`src/rtl/rv32_enc_pkg.sv`:
```
// rv32_enc_pkg: opcodes, format enum, NOP word and buffer-entry type shared by the encoder.
package rv32_enc_pkg;
    localparam logic [6:0] OP_OP     = 7'b0110011;
    localparam logic [6:0] OP_IMM    = 7'b0010011;
    localparam logic [6:0] OP_LOAD   = 7'b0000011;
    localparam logic [6:0] OP_JALR   = 7'b1100111;
    localparam logic [6:0] OP_STORE  = 7'b0100011;
    localparam logic [6:0] OP_BRANCH = 7'b1100011;
    localparam logic [6:0] OP_LUI    = 7'b0110111;
    localparam logic [6:0] OP_AUIPC  = 7'b0010111;
    localparam logic [6:0] OP_JAL    = 7'b1101111;
    localparam logic [31:0] NOP_INSTR = 32'h00000013;

    typedef enum logic [2:0] {FMT_R, FMT_I, FMT_S, FMT_B, FMT_U, FMT_J, FMT_ILL} fmt_e;

    typedef struct packed {
        logic [31:0] instr;
        logic        err;
    } enc_entry_t;

    function automatic fmt_e fmt_of(input logic [6:0] op);
        case (op)
            OP_OP:                     return FMT_R;
            OP_IMM, OP_LOAD, OP_JALR:  return FMT_I;
            OP_STORE:                  return FMT_S;
            OP_BRANCH:                 return FMT_B;
            OP_LUI, OP_AUIPC:          return FMT_U;
            OP_JAL:                    return FMT_J;
            default:                   return FMT_ILL;
        endcase
    endfunction
endpackage

```
`src/rtl/rv32_instr_encoder_if.sv`:
```
// rv32_instr_encoder_if: decoded-field input handshake and encoded-word output handshake.
interface rv32_instr_encoder_if;
    logic        in_valid;
    logic        in_ready;
    logic [6:0]  in_opcode;
    logic [4:0]  in_rd;
    logic [4:0]  in_rs1;
    logic [4:0]  in_rs2;
    logic [2:0]  in_funct3;
    logic [6:0]  in_funct7;
    logic [31:0] in_imm;
    logic        out_valid;
    logic        out_ready;
    logic [31:0] out_instr;
    logic        out_err;

    modport slave (
        input  in_valid, in_opcode, in_rd, in_rs1, in_rs2, in_funct3, in_funct7, in_imm, out_ready,
        output in_ready, out_valid, out_instr, out_err
    );
    modport master (
        output in_valid, in_opcode, in_rd, in_rs1, in_rs2, in_funct3, in_funct7, in_imm, out_ready,
        input  in_ready, out_valid, out_instr, out_err
    );
endinterface

```
`src/rtl/rv32_enc_fifo.sv`:
```
// rv32_enc_fifo: DEPTH-entry valid/ready FIFO; ready comes from the registered count, no bypass.
module rv32_enc_fifo #(
    parameter int DEPTH  = 2,
    parameter int DATA_W = 33
) (
    input  logic              clk,
    input  logic              rst_n,
    input  logic              push,
    input  logic [DATA_W-1:0] push_data,
    output logic              push_ready,
    input  logic              pop,
    output logic              pop_valid,
    output logic [DATA_W-1:0] pop_data
);
    localparam int AW = $clog2(DEPTH);

    logic [DATA_W-1:0] mem_q [DEPTH];
    logic [DATA_W-1:0] mem_d [DEPTH];
    logic [AW-1:0]     wr_q, wr_d, rd_q, rd_d;
    logic [AW:0]       cnt_q, cnt_d;
    logic              do_push, do_pop;

    assign push_ready = cnt_q < (AW+1)'(DEPTH);
    assign pop_valid  = cnt_q != '0;
    assign pop_data   = pop_valid ? mem_q[rd_q] : '0;
    assign do_push    = push && push_ready;
    assign do_pop     = pop && pop_valid;

    always_comb begin
        mem_d = mem_q;
        if (do_push) mem_d[wr_q] = push_data;
        wr_d  = wr_q + AW'(do_push);
        rd_d  = rd_q + AW'(do_pop);
        cnt_d = cnt_q + (AW+1)'(do_push) - (AW+1)'(do_pop);
    end

    always_ff @(posedge clk or negedge rst_n) begin
        if (!rst_n) begin
            mem_q <= '{default: '0};
            wr_q  <= '0;
            rd_q  <= '0;
            cnt_q <= '0;
        end else begin
            mem_q <= mem_d;
            wr_q  <= wr_d;
            rd_q  <= rd_d;
            cnt_q <= cnt_d;
        end
    end
endmodule

```
`src/rtl/rv32_instr_encoder.sv`:
```
// rv32_instr_encoder: packs decoded RV32I fields into an instruction word, NOP+err when unencodable.
// Optional RV32_ENC_STICKY_ERR_EN adds err_sticky, set by any accepted bad input until reset.
module rv32_instr_encoder
    import rv32_enc_pkg::*;
#(
    parameter int DEPTH = 2,
    parameter int CNT_W = 16
) (
    input  logic                 clk,
    input  logic                 rst_n,
    rv32_instr_encoder_if.slave  bus,
    output logic [CNT_W-1:0]     enc_count
`ifdef RV32_ENC_STICKY_ERR_EN
    ,
    output logic                 err_sticky
`endif
);
    fmt_e             fmt;
    logic [31:0]      imm, word;
    logic             ok, accept;
    enc_entry_t       ent, head;
    logic [CNT_W-1:0] enc_count_q, enc_count_d;

    assign imm    = bus.in_imm;
    assign fmt    = fmt_of(bus.in_opcode);
    assign accept = bus.in_valid && bus.in_ready;

    // Range checks: every immediate bit above the format's top bit must match the sign bit.
    always_comb begin
        word = NOP_INSTR;
        ok   = 1'b0;
        case (fmt)
            FMT_R: begin
                word = {bus.in_funct7, bus.in_rs2, bus.in_rs1, bus.in_funct3, bus.in_rd, bus.in_opcode};
                ok   = 1'b1;
            end
            FMT_I: begin
                word = {imm[11:0], bus.in_rs1, bus.in_funct3, bus.in_rd, bus.in_opcode};
                ok   = (&imm[31:11]) || !(|imm[31:11]);
            end
            FMT_S: begin
                word = {imm[11:5], bus.in_rs2, bus.in_rs1, bus.in_funct3, imm[4:0], bus.in_opcode};
                ok   = (&imm[31:11]) || !(|imm[31:11]);
            end
            FMT_B: begin
                word = {imm[12], imm[10:5], bus.in_rs2, bus.in_rs1, bus.in_funct3, imm[4:1], imm[11], bus.in_opcode};
                ok   = !imm[0] && ((&imm[31:12]) || !(|imm[31:12]));
            end
            FMT_U: begin
                word = {imm[31:12], bus.in_rd, bus.in_opcode};
                ok   = imm[11:0] == 12'd0;
            end
            FMT_J: begin
                word = {imm[20], imm[10:1], imm[11], imm[19:12], bus.in_rd, bus.in_opcode};
                ok   = !imm[0] && ((&imm[31:20]) || !(|imm[31:20]));
            end
            default: begin
                word = NOP_INSTR;
                ok   = 1'b0;
            end
        endcase
        ent.instr = ok ? word : NOP_INSTR;
        ent.err   = !ok;
    end

    rv32_enc_fifo #(.DEPTH(DEPTH), .DATA_W($bits(enc_entry_t))) u_fifo (
        .clk        (clk),
        .rst_n      (rst_n),
        .push       (bus.in_valid),
        .push_data  (ent),
        .push_ready (bus.in_ready),
        .pop        (bus.out_ready),
        .pop_valid  (bus.out_valid),
        .pop_data   (head)
    );

    assign bus.out_instr = head.instr;
    assign bus.out_err   = head.err;
    assign enc_count_d   = (accept && !(&enc_count_q)) ? enc_count_q + CNT_W'(1) : enc_count_q;
    assign enc_count     = enc_count_q;

    always_ff @(posedge clk or negedge rst_n) begin
        if (!rst_n) enc_count_q <= '0;
        else        enc_count_q <= enc_count_d;
    end

`ifdef RV32_ENC_STICKY_ERR_EN
    logic err_sticky_q, err_sticky_d;

    assign err_sticky_d = err_sticky_q || (accept && ent.err);
    assign err_sticky   = err_sticky_q;

    always_ff @(posedge clk or negedge rst_n) begin
        if (!rst_n) err_sticky_q <= 1'b0;
        else        err_sticky_q <= err_sticky_d;
    end
`endif
endmodule

```
`src/flat_wrapper.sv`:
```
// flat-port wrapper written by rule: the top's interface ports become plain ports
module rv32_instr_encoder_flat import rv32_enc_pkg::*;
#(
    parameter int DEPTH = 2,
    parameter int CNT_W = 16
)
  (clk, rst_n, enc_count, bus_in_valid, bus_in_opcode, bus_in_rd, bus_in_rs1, bus_in_rs2, bus_in_funct3, bus_in_funct7, bus_in_imm, bus_out_ready, bus_in_ready, bus_out_valid, bus_out_instr, bus_out_err);
  rv32_instr_encoder_if bus_i ();
  input  logic clk;
  input  logic rst_n;
  output logic [CNT_W-1:0] enc_count;
  input wire logic [$bits(bus_i.in_valid)-1:0] bus_in_valid;
  input wire logic [$bits(bus_i.in_opcode)-1:0] bus_in_opcode;
  input wire logic [$bits(bus_i.in_rd)-1:0] bus_in_rd;
  input wire logic [$bits(bus_i.in_rs1)-1:0] bus_in_rs1;
  input wire logic [$bits(bus_i.in_rs2)-1:0] bus_in_rs2;
  input wire logic [$bits(bus_i.in_funct3)-1:0] bus_in_funct3;
  input wire logic [$bits(bus_i.in_funct7)-1:0] bus_in_funct7;
  input wire logic [$bits(bus_i.in_imm)-1:0] bus_in_imm;
  input wire logic [$bits(bus_i.out_ready)-1:0] bus_out_ready;
  output wire logic [$bits(bus_i.in_ready)-1:0] bus_in_ready;
  output wire logic [$bits(bus_i.out_valid)-1:0] bus_out_valid;
  output wire logic [$bits(bus_i.out_instr)-1:0] bus_out_instr;
  output wire logic [$bits(bus_i.out_err)-1:0] bus_out_err;
  assign bus_i.in_valid = bus_in_valid;
  assign bus_i.in_opcode = bus_in_opcode;
  assign bus_i.in_rd = bus_in_rd;
  assign bus_i.in_rs1 = bus_in_rs1;
  assign bus_i.in_rs2 = bus_in_rs2;
  assign bus_i.in_funct3 = bus_in_funct3;
  assign bus_i.in_funct7 = bus_in_funct7;
  assign bus_i.in_imm = bus_in_imm;
  assign bus_i.out_ready = bus_out_ready;
  assign bus_in_ready = bus_i.in_ready;
  assign bus_out_valid = bus_i.out_valid;
  assign bus_out_instr = bus_i.out_instr;
  assign bus_out_err = bus_i.out_err;
  rv32_instr_encoder #(.DEPTH(DEPTH), .CNT_W(CNT_W)) u_core (.clk(clk), .rst_n(rst_n), .bus(bus_i), .enc_count(enc_count));
endmodule
```
`config.mk`:
```
export PLATFORM = sky130hd
export DESIGN_NAME = rv32_instr_encoder_flat
export DESIGN_NICKNAME = d
export VERILOG_FILES = /design/src/rtl/rv32_enc_pkg.sv /design/src/rtl/rv32_instr_encoder_if.sv /design/src/rtl/rv32_enc_fifo.sv /design/src/rtl/rv32_instr_encoder.sv /design/src/flat_wrapper.sv
export SDC_FILE = /design/constraint.sdc
export NUM_CORES = 1
export LEC_CHECK = 0
export ABC_AREA = 1
export BUFFER_PORTS_ARGS = -buffer_cell sky130_fd_sc_hd__buf_2
export CAP_MARGIN = 20
export CORE_UTILIZATION = 55
export CTS_CLUSTER_SIZE = 28
export DETAILED_ROUTE_END_ITERATION = 12
export GPL_TIMING_DRIVEN = 1
export PLACE_DENSITY = 0.78
export SYNTH_ARGS = -nofsm -noshare
export SYNTH_HDL_FRONTEND = slang
export SYNTH_HIERARCHICAL = 1
export SYNTH_SLANG_ARGS = --single-unit
```
`constraint.sdc`:
```
create_clock -name clk -period 2.9 [get_ports clk]
set_input_delay 0.435 -clock clk [delete_from_list [all_inputs] [get_ports clk]]
set_output_delay 0.435 -clock clk [all_outputs]
set_load 0.03 [all_outputs]
```
# Yosys cells after proc, flatten, opt, wreduce, memory -nomap -nowiden
# Cells that the tools add are included.
[op_classes]
n_bitwise = 2
reduce_logical = 28
order_cmp = 4
add_sub_neg = 5
n_eq_ne = 14
muxes = 11
[ops]
columns = ["op", "count"]
rows = [
  ["$pmux 32 s6", 1],
  ["$mux 33", 5],
  ["$bwmux 66", 1],
  ["$demux 33 s1", 1],
  ["$mux 32", 1],
  ["$eq 7x6->1 const B", 3],
  ["$eq 7x7->1 const B", 3],
  ["$reduce_and 21->1", 1],
  ["$reduce_or 21->1", 1],
  ["$reduce_and 20->1", 1],
  ["$reduce_or 20->1", 1],
  ["$pmux 3 s6", 1],
  ["$add 16x1->16 const B", 1],
  ["$reduce_and 16->1", 1],
  ["$eq 7x5->1 const B", 2],
  ["$logic_not 12->1", 1],
  ["$reduce_and 12->1", 1],
  ["$reduce_or 12->1", 1],
  ["$eq 7x2->1 const B", 1],
  ["$eq 3x2->1 const B", 2],
  ["$eq 3x3->1 const B", 2],
  ["$logic_and 1x1->1", 6],
  ["$logic_not 1->1", 6],
  ["$pmux 1 s5", 1],
  ["13 further kinds", 19],
]
[word_totals]
reg_bits = 86
output_inout_bits = 51

# Depth between registers and ports, before layout
[depth]
depth_word = 8
depth_mapped = 21
mapped_depth_nobuf = 20

# Cells and area by module
# Netlist, hierarchy kept.
[modules_own_cells]
columns = ["mod", "seq_area_each_um2", "n_inst", "area_per_inst_um2", "cells_each"]
rows = [
  ["rv32_enc_fifo", 1751.7, 1, 3168.0, 382],
  ["rv32_instr_encoder", 400.4, 1, 2082.0, 349],
]

# Worst setup path before layout
# OpenSTA, ideal clock, no wires.
[synth_timing]
kind = "input-to-reg"
from = "input bus_in_opcode[0]"
to = "register u_core/u_fifo/mem_q[21] (netlist bit)"
arrival_time_ns = 2.340
n_path_buf = 1
setup_slack_ns = 0.494
setup_time_ns = 0.066
path_stages = 20
cell_sequence = "nand2_1 > inv_1 > nand2_1 > nor2_2 > inv_2 > ha_1 > o21ai_2 > inv_2 > nand2_8 > nand2_8 > nor2_8 > nand2_1 > nand2_1 > inv_2 > nor2_4 > nor2_4 > buf_6 > nor2_1 > nand3_1 > nand2_1"
[synth_rtl]
columns = ["element", "line_no", "source"]
rows = [
  ["start: declaration", "flat_wrapper.sv:13", "input wire logic [$bits(bus_i.in_opcode)-1:0] bus_in_opcode;"],
  ["end signal: assignment", "rv32_enc_fifo.sv:44", "mem_q <= mem_d;"],
  ["end: declaration", "rv32_enc_fifo.sv:17", "logic [DATA_W-1:0] mem_q [DEPTH];"],
]

# Final worst setup path
[layout_timing]
from = "register u_core.u_fifo.cnt_q[1]"
to = "output bus_out_instr[31]"
[layout_between]
elab_chain_cells = 2
[layout_rtl]
columns = ["element", "line_no", "source"]
rows = [
  ["start: declaration", "rv32_enc_fifo.sv:20", "logic [AW:0] cnt_q, cnt_d;"],
  ["start signal: assignment", "rv32_enc_fifo.sv:47", "cnt_q <= cnt_d;"],
  ["$reduce_bool 2->1", "rv32_enc_fifo.sv:24", "assign pop_valid = cnt_q != '0;"],
  ["$mux 33", "rv32_enc_fifo.sv:25", "assign pop_data = pop_valid ? mem_q[rd_q] : '0;"],
  ["end: declaration", "flat_wrapper.sv:23", "output wire logic [$bits(bus_i.out_instr)-1:0] bus_out_instr;"],
]
# No other way between the ends.

==> results.md <==
- After clock tree synthesis, the flow added hold-fix buffers numbering 0.
- The core region is 9240 µm².
- The dominant cell by count in the synthesized netlist is sky130_fd_sc_hd__nand2_1.
- The startpoint of the worst-slack reg-to-reg timing path is u_core/enc_count[0].
- The flow ran to the end, and the final reports show no timing, DRC or antenna violations.
- After clock tree synthesis, the clock-pin slew on the worst setup and hold paths is 0.10 ns.
- The slowest cell on the critical path is sky130_fd_sc_hd__dfrtp_1.
- The total wirelength of the detailed-routed design is 14100 µm.
- The max-slew violation count is 0.
- The sort of element at the end of the critical path is a primary output.
- In the final routed layout, each cell accounts on average for 14.5 µm.
- Setup violations remaining at the end of the flow were counted as 0.
- Detailed placement ended at an HPWL of 10200 µm.
- Across all register-to-register paths, the minimum setup slack is 0.87 ns.
- Derived from the worst setup path, the maximum achievable clock frequency is 408 MHz.
- The leakage power is 0.00304 µW.
- The max-cap check violation count is 0.
- In this run the cell area of the synthesized design comes to 5250 µm².
- The number of buffers added on ports is 118.
- Row generation in the floorplan step produced 35 rows.
- TritonCTS built the clock tree.
- The first global-routing pass estimated 23400 µm of wire.
- Synthesis produced 731 cells.
- The count of nets after finishing is 909.
- The post-synthesis sequential area ratio is 41.0%.
- STA puts the critical path data arrival time at 2.02 ns.
- Walking the worst path, the cells encountered are nor2_1 > inv_2 > o21ai_0 > a21oi_1 > buf_2.
- Setup repair after global routing left no endpoint under its margin.
- The clock period minus worst slack is 2.45 ns.
- The critical path buffer and inverter count is 2.
- Of all flip-flops after synthesis, the portion carrying an async set or reset was 100%.
- The detailed router placed 5284 vias in this run.
- The top-area cell type share of the netlist area is 41.0%.
- The library cell occupying the most area in the post-synthesis netlist is sky130_fd_sc_hd__dfrtp_1.
- The worst max-slew margin expressed relative to the limit is 53.6%.
- The number of different library cells used by synthesis comes to 31.
- The largest delay contributor family on the critical path is buffers and inverters.
- The initial antenna violation count was 0.
- The slew at the pin with the worst max-slew slack is 0.693 ns.
- The die outline area is 9940 µm².
- In the finished design, the share of the clock period the worst path needs comes to 84.6%.
- The via-per-instance ratio is 5.44.
- For this run, the slowest stage of the critical path takes 0.46 ns.
- In the synthesized netlist the dominant register cell turns out to be sky130_fd_sc_hd__dfrtp_1.
- In this run the count of I/O pins placed on the die edge is 119.
- VDD sags by at most 0.420 mV.
- The mean instance size in the synthesized netlist is 7.18 µm².
- The worst register-to-register path has a depth of 9.
- At the end of the flow the core is filled with cells to 66.2%.
- The post-route DRC violation count is 0.
- Global routing used 29.7% of the available tracks across all layers.
- By area the synthesized netlist is led by sky130_fd_sc_hd__dfrtp_1 (41%), sky130_fd_sc_hd__nand2_1 (16%), sky130_fd_sc_hd__nand3_1 (8.4%).
- The category of the critical setup timing path is reg -> out.
- The required time of the worst setup path is 2.47 ns.
- The maximum number of pins on one net before global-route repair is 42.
- The via count of the first global-routing pass was 4814.
- The startpoint class of the critical path is a flop.
- At the later pin of the worst-skew pair, clock insertion delay measures 0.36 ns.
- Clock skew on the completed layout was measured at 0.0142 ns.
- The clock passes through at most 2 buffers.
- The depth of the CTS H-tree is 3.
- The worst hold path belongs to the class in -> async.
- Synthesis produced a netlist with a net count of 803.
- The number of buffers created by CTS is 9.
- Of all nets on the critical path, the largest fanout is 34.
- For this configuration, the core starts out at a cell density of 56.8%.
- The diode insertion count for antenna repair is 0.
- The clock drives 86 sinks.
- During synthesis, Yosys emitted a total of 6 warnings.
- For this run, the detailed router's first-pass iteration total came to 5.
- The number of enable flip-flop cells after synthesis is 0.
- By count the netlist is led by sky130_fd_sc_hd__nand2_1 (217), sky130_fd_sc_hd__nand3_1 (88), sky130_fd_sc_hd__dfrtp_1 (86).
- Summed over all failing endpoints, the final setup total negative slack is 0 ns.
- The global route total overflow is 0.
- Relative to the synthesized area, the layout overhead comes to 16.5%.
- The first-iteration detailed-routing DRC count is 506.
- Counting flops and latches in the post-synthesis netlist gives 86.
- The hold violation count in the final report is 0.
- The die is 99.7 µm tall.
- Of the cells placed in the final design, the portion with a size suffix greater than 1 is 21.3%.
- The congestion estimate from routability-driven global placement came to 0.943.
- The die is 99.7 µm wide.
- The count of nets left with antenna violations once routing finished came out at 0.
- The worst register-to-register path ends at u_core/enc_count[14].
- In this run the clock root is driven by a sky130_fd_sc_hd__clkbuf_8.
- The number of setup buffers added after CTS is 0.
- The layout has 828 filler cells.
- In this run the power density over the cells is 735 nW/µm².
- Once the clock tree was built, the resizer swapped 0 gates to a different size.
where the power goes:
part           switching [µW]  internal (µW)  total (µW)  leakage, µW
logic                    1640            589        2230      0.00178
clock network             505            341         846    0.0000990
registers                94.2           1330        1420      0.00116
total                    2240           2260        4500      0.00304
kinds of logic after synthesis:
kind of cell	share of synthesized area [%]
compound gates	12.0
xor+xnor	2.84
fa+ha+maj	0.953
buf+inv	8.58
flops	41.0
mux	0.214
simple gates	34.4
metal layers:
layer,vias up,track usage [%],routed length [µm]
met1,2428,41.5,6170
met3,27,5.20,1010
met5,-,0,0
li1,2577,-,-
met2,252,46.9,6580
met4,0,9.50,306
through the flow:
| stage | cell area, µm² | instances | hold slack, ns | power, µW | setup slack [ns] |
|---|---|---|---|---|---|
| after floorplan | 5250 | 731 | 0.139 | 3020 | 0.494 |
| after global placement | 5910 | 955 | 0.438 | 3630 | 0.255 |
| after detailed placement | 5910 | 955 | 0.442 | 3660 | 0.134 |
| after CTS | 6110 | 971 | 0.0371 | 4500 | 0.448 |
| after global routing | 6110 | 971 | 0.0616 | 4760 | 0.189 |
| final | 6110 | 971 | 0.0249 | 4500 | 0.446 |
cells in the final DEF, fill, tap and decap left out, types with 2 or more instances in the layout:
master                       n
sky130_fd_sc_hd__buf_4      15
sky130_fd_sc_hd__inv_8       2
sky130_fd_sc_hd__nand2_1   217
sky130_fd_sc_hd__nor2_4      5
sky130_fd_sc_hd__dfrtp_1    86
sky130_fd_sc_hd__xnor2_1     9
sky130_fd_sc_hd__nor2_8      2
sky130_fd_sc_hd__clkinv_4    2
sky130_fd_sc_hd__inv_1      54
sky130_fd_sc_hd__nand2_2     5
sky130_fd_sc_hd__nand3_1    88
sky130_fd_sc_hd__buf_2     117
sky130_fd_sc_hd__nor4_1      3
sky130_fd_sc_hd__clkbuf_8    9
sky130_fd_sc_hd__a22o_1      4
sky130_fd_sc_hd__nor2_1     65
sky130_fd_sc_hd__a21oi_1    33
sky130_fd_sc_hd__o21ai_1    30
sky130_fd_sc_hd__nand4_1    13
sky130_fd_sc_hd__xor2_1      8
sky130_fd_sc_hd__inv_2       7
sky130_fd_sc_hd__nand2_8     2
sky130_fd_sc_hd__nor2_2      3
sky130_fd_sc_hd__o21ai_0    47
sky130_fd_sc_hd__ha_1        3
sky130_fd_sc_hd__o21ai_2     2
sky130_fd_sc_hd__clkinv_8    2
state kept, by name, summed over array words and instances, names as in the netlist:
name,count
u_core/u_fifo/rd_q,1
u_core/u_fifo/wr_q,1
u_core/u_fifo/mem_q,66
u_core/u_fifo/cnt_q,2
u_core/enc_count,16
worst register-to-register path, stage by stage (launching register included):
cell                      delay (ns)
sky130_fd_sc_hd__dfrtp_1        0.44
sky130_fd_sc_hd__ha_1           0.23
sky130_fd_sc_hd__nand3_1        0.10
sky130_fd_sc_hd__inv_1          0.06
sky130_fd_sc_hd__nand4_1        0.11
sky130_fd_sc_hd__nand2_1        0.16
sky130_fd_sc_hd__nor2_1         0.34
sky130_fd_sc_hd__nand4_1        0.19
sky130_fd_sc_hd__nor2_1         0.18
sky130_fd_sc_hd__xor2_1         0.16
cell type report:
type	instances	area, µm²	area share (%)
inverters	61	229	3.74
clock inverters	7	80.1	1.31
repair buffers	133	718	11.7
well taps	129	161	2.64
multi-input cells	546	2650	43.3
flip-flops and latches	86	2150	35.2
clock buffers	9	124	2.03
worst max path at each step:
stage                                start                       to  slack [ns]  cells after the start
finish              u_core/u_fifo/cnt_q[1]        bus_out_instr[31]        0.45                      5
global route              bus_in_opcode[1]  u_core/u_fifo/mem_q[13]        0.19                     19
CTS                 u_core/u_fifo/cnt_q[1]        bus_out_instr[31]        0.45                      5
detailed placement        bus_in_opcode[2]  u_core/u_fifo/mem_q[23]        0.13                     18
global placement          bus_in_opcode[2]  u_core/u_fifo/mem_q[19]        0.26                     18
floorplan                 bus_in_opcode[0]  u_core/u_fifo/mem_q[21]        0.49                     20
No activity file was read; power rests on OpenSTA's default activity.
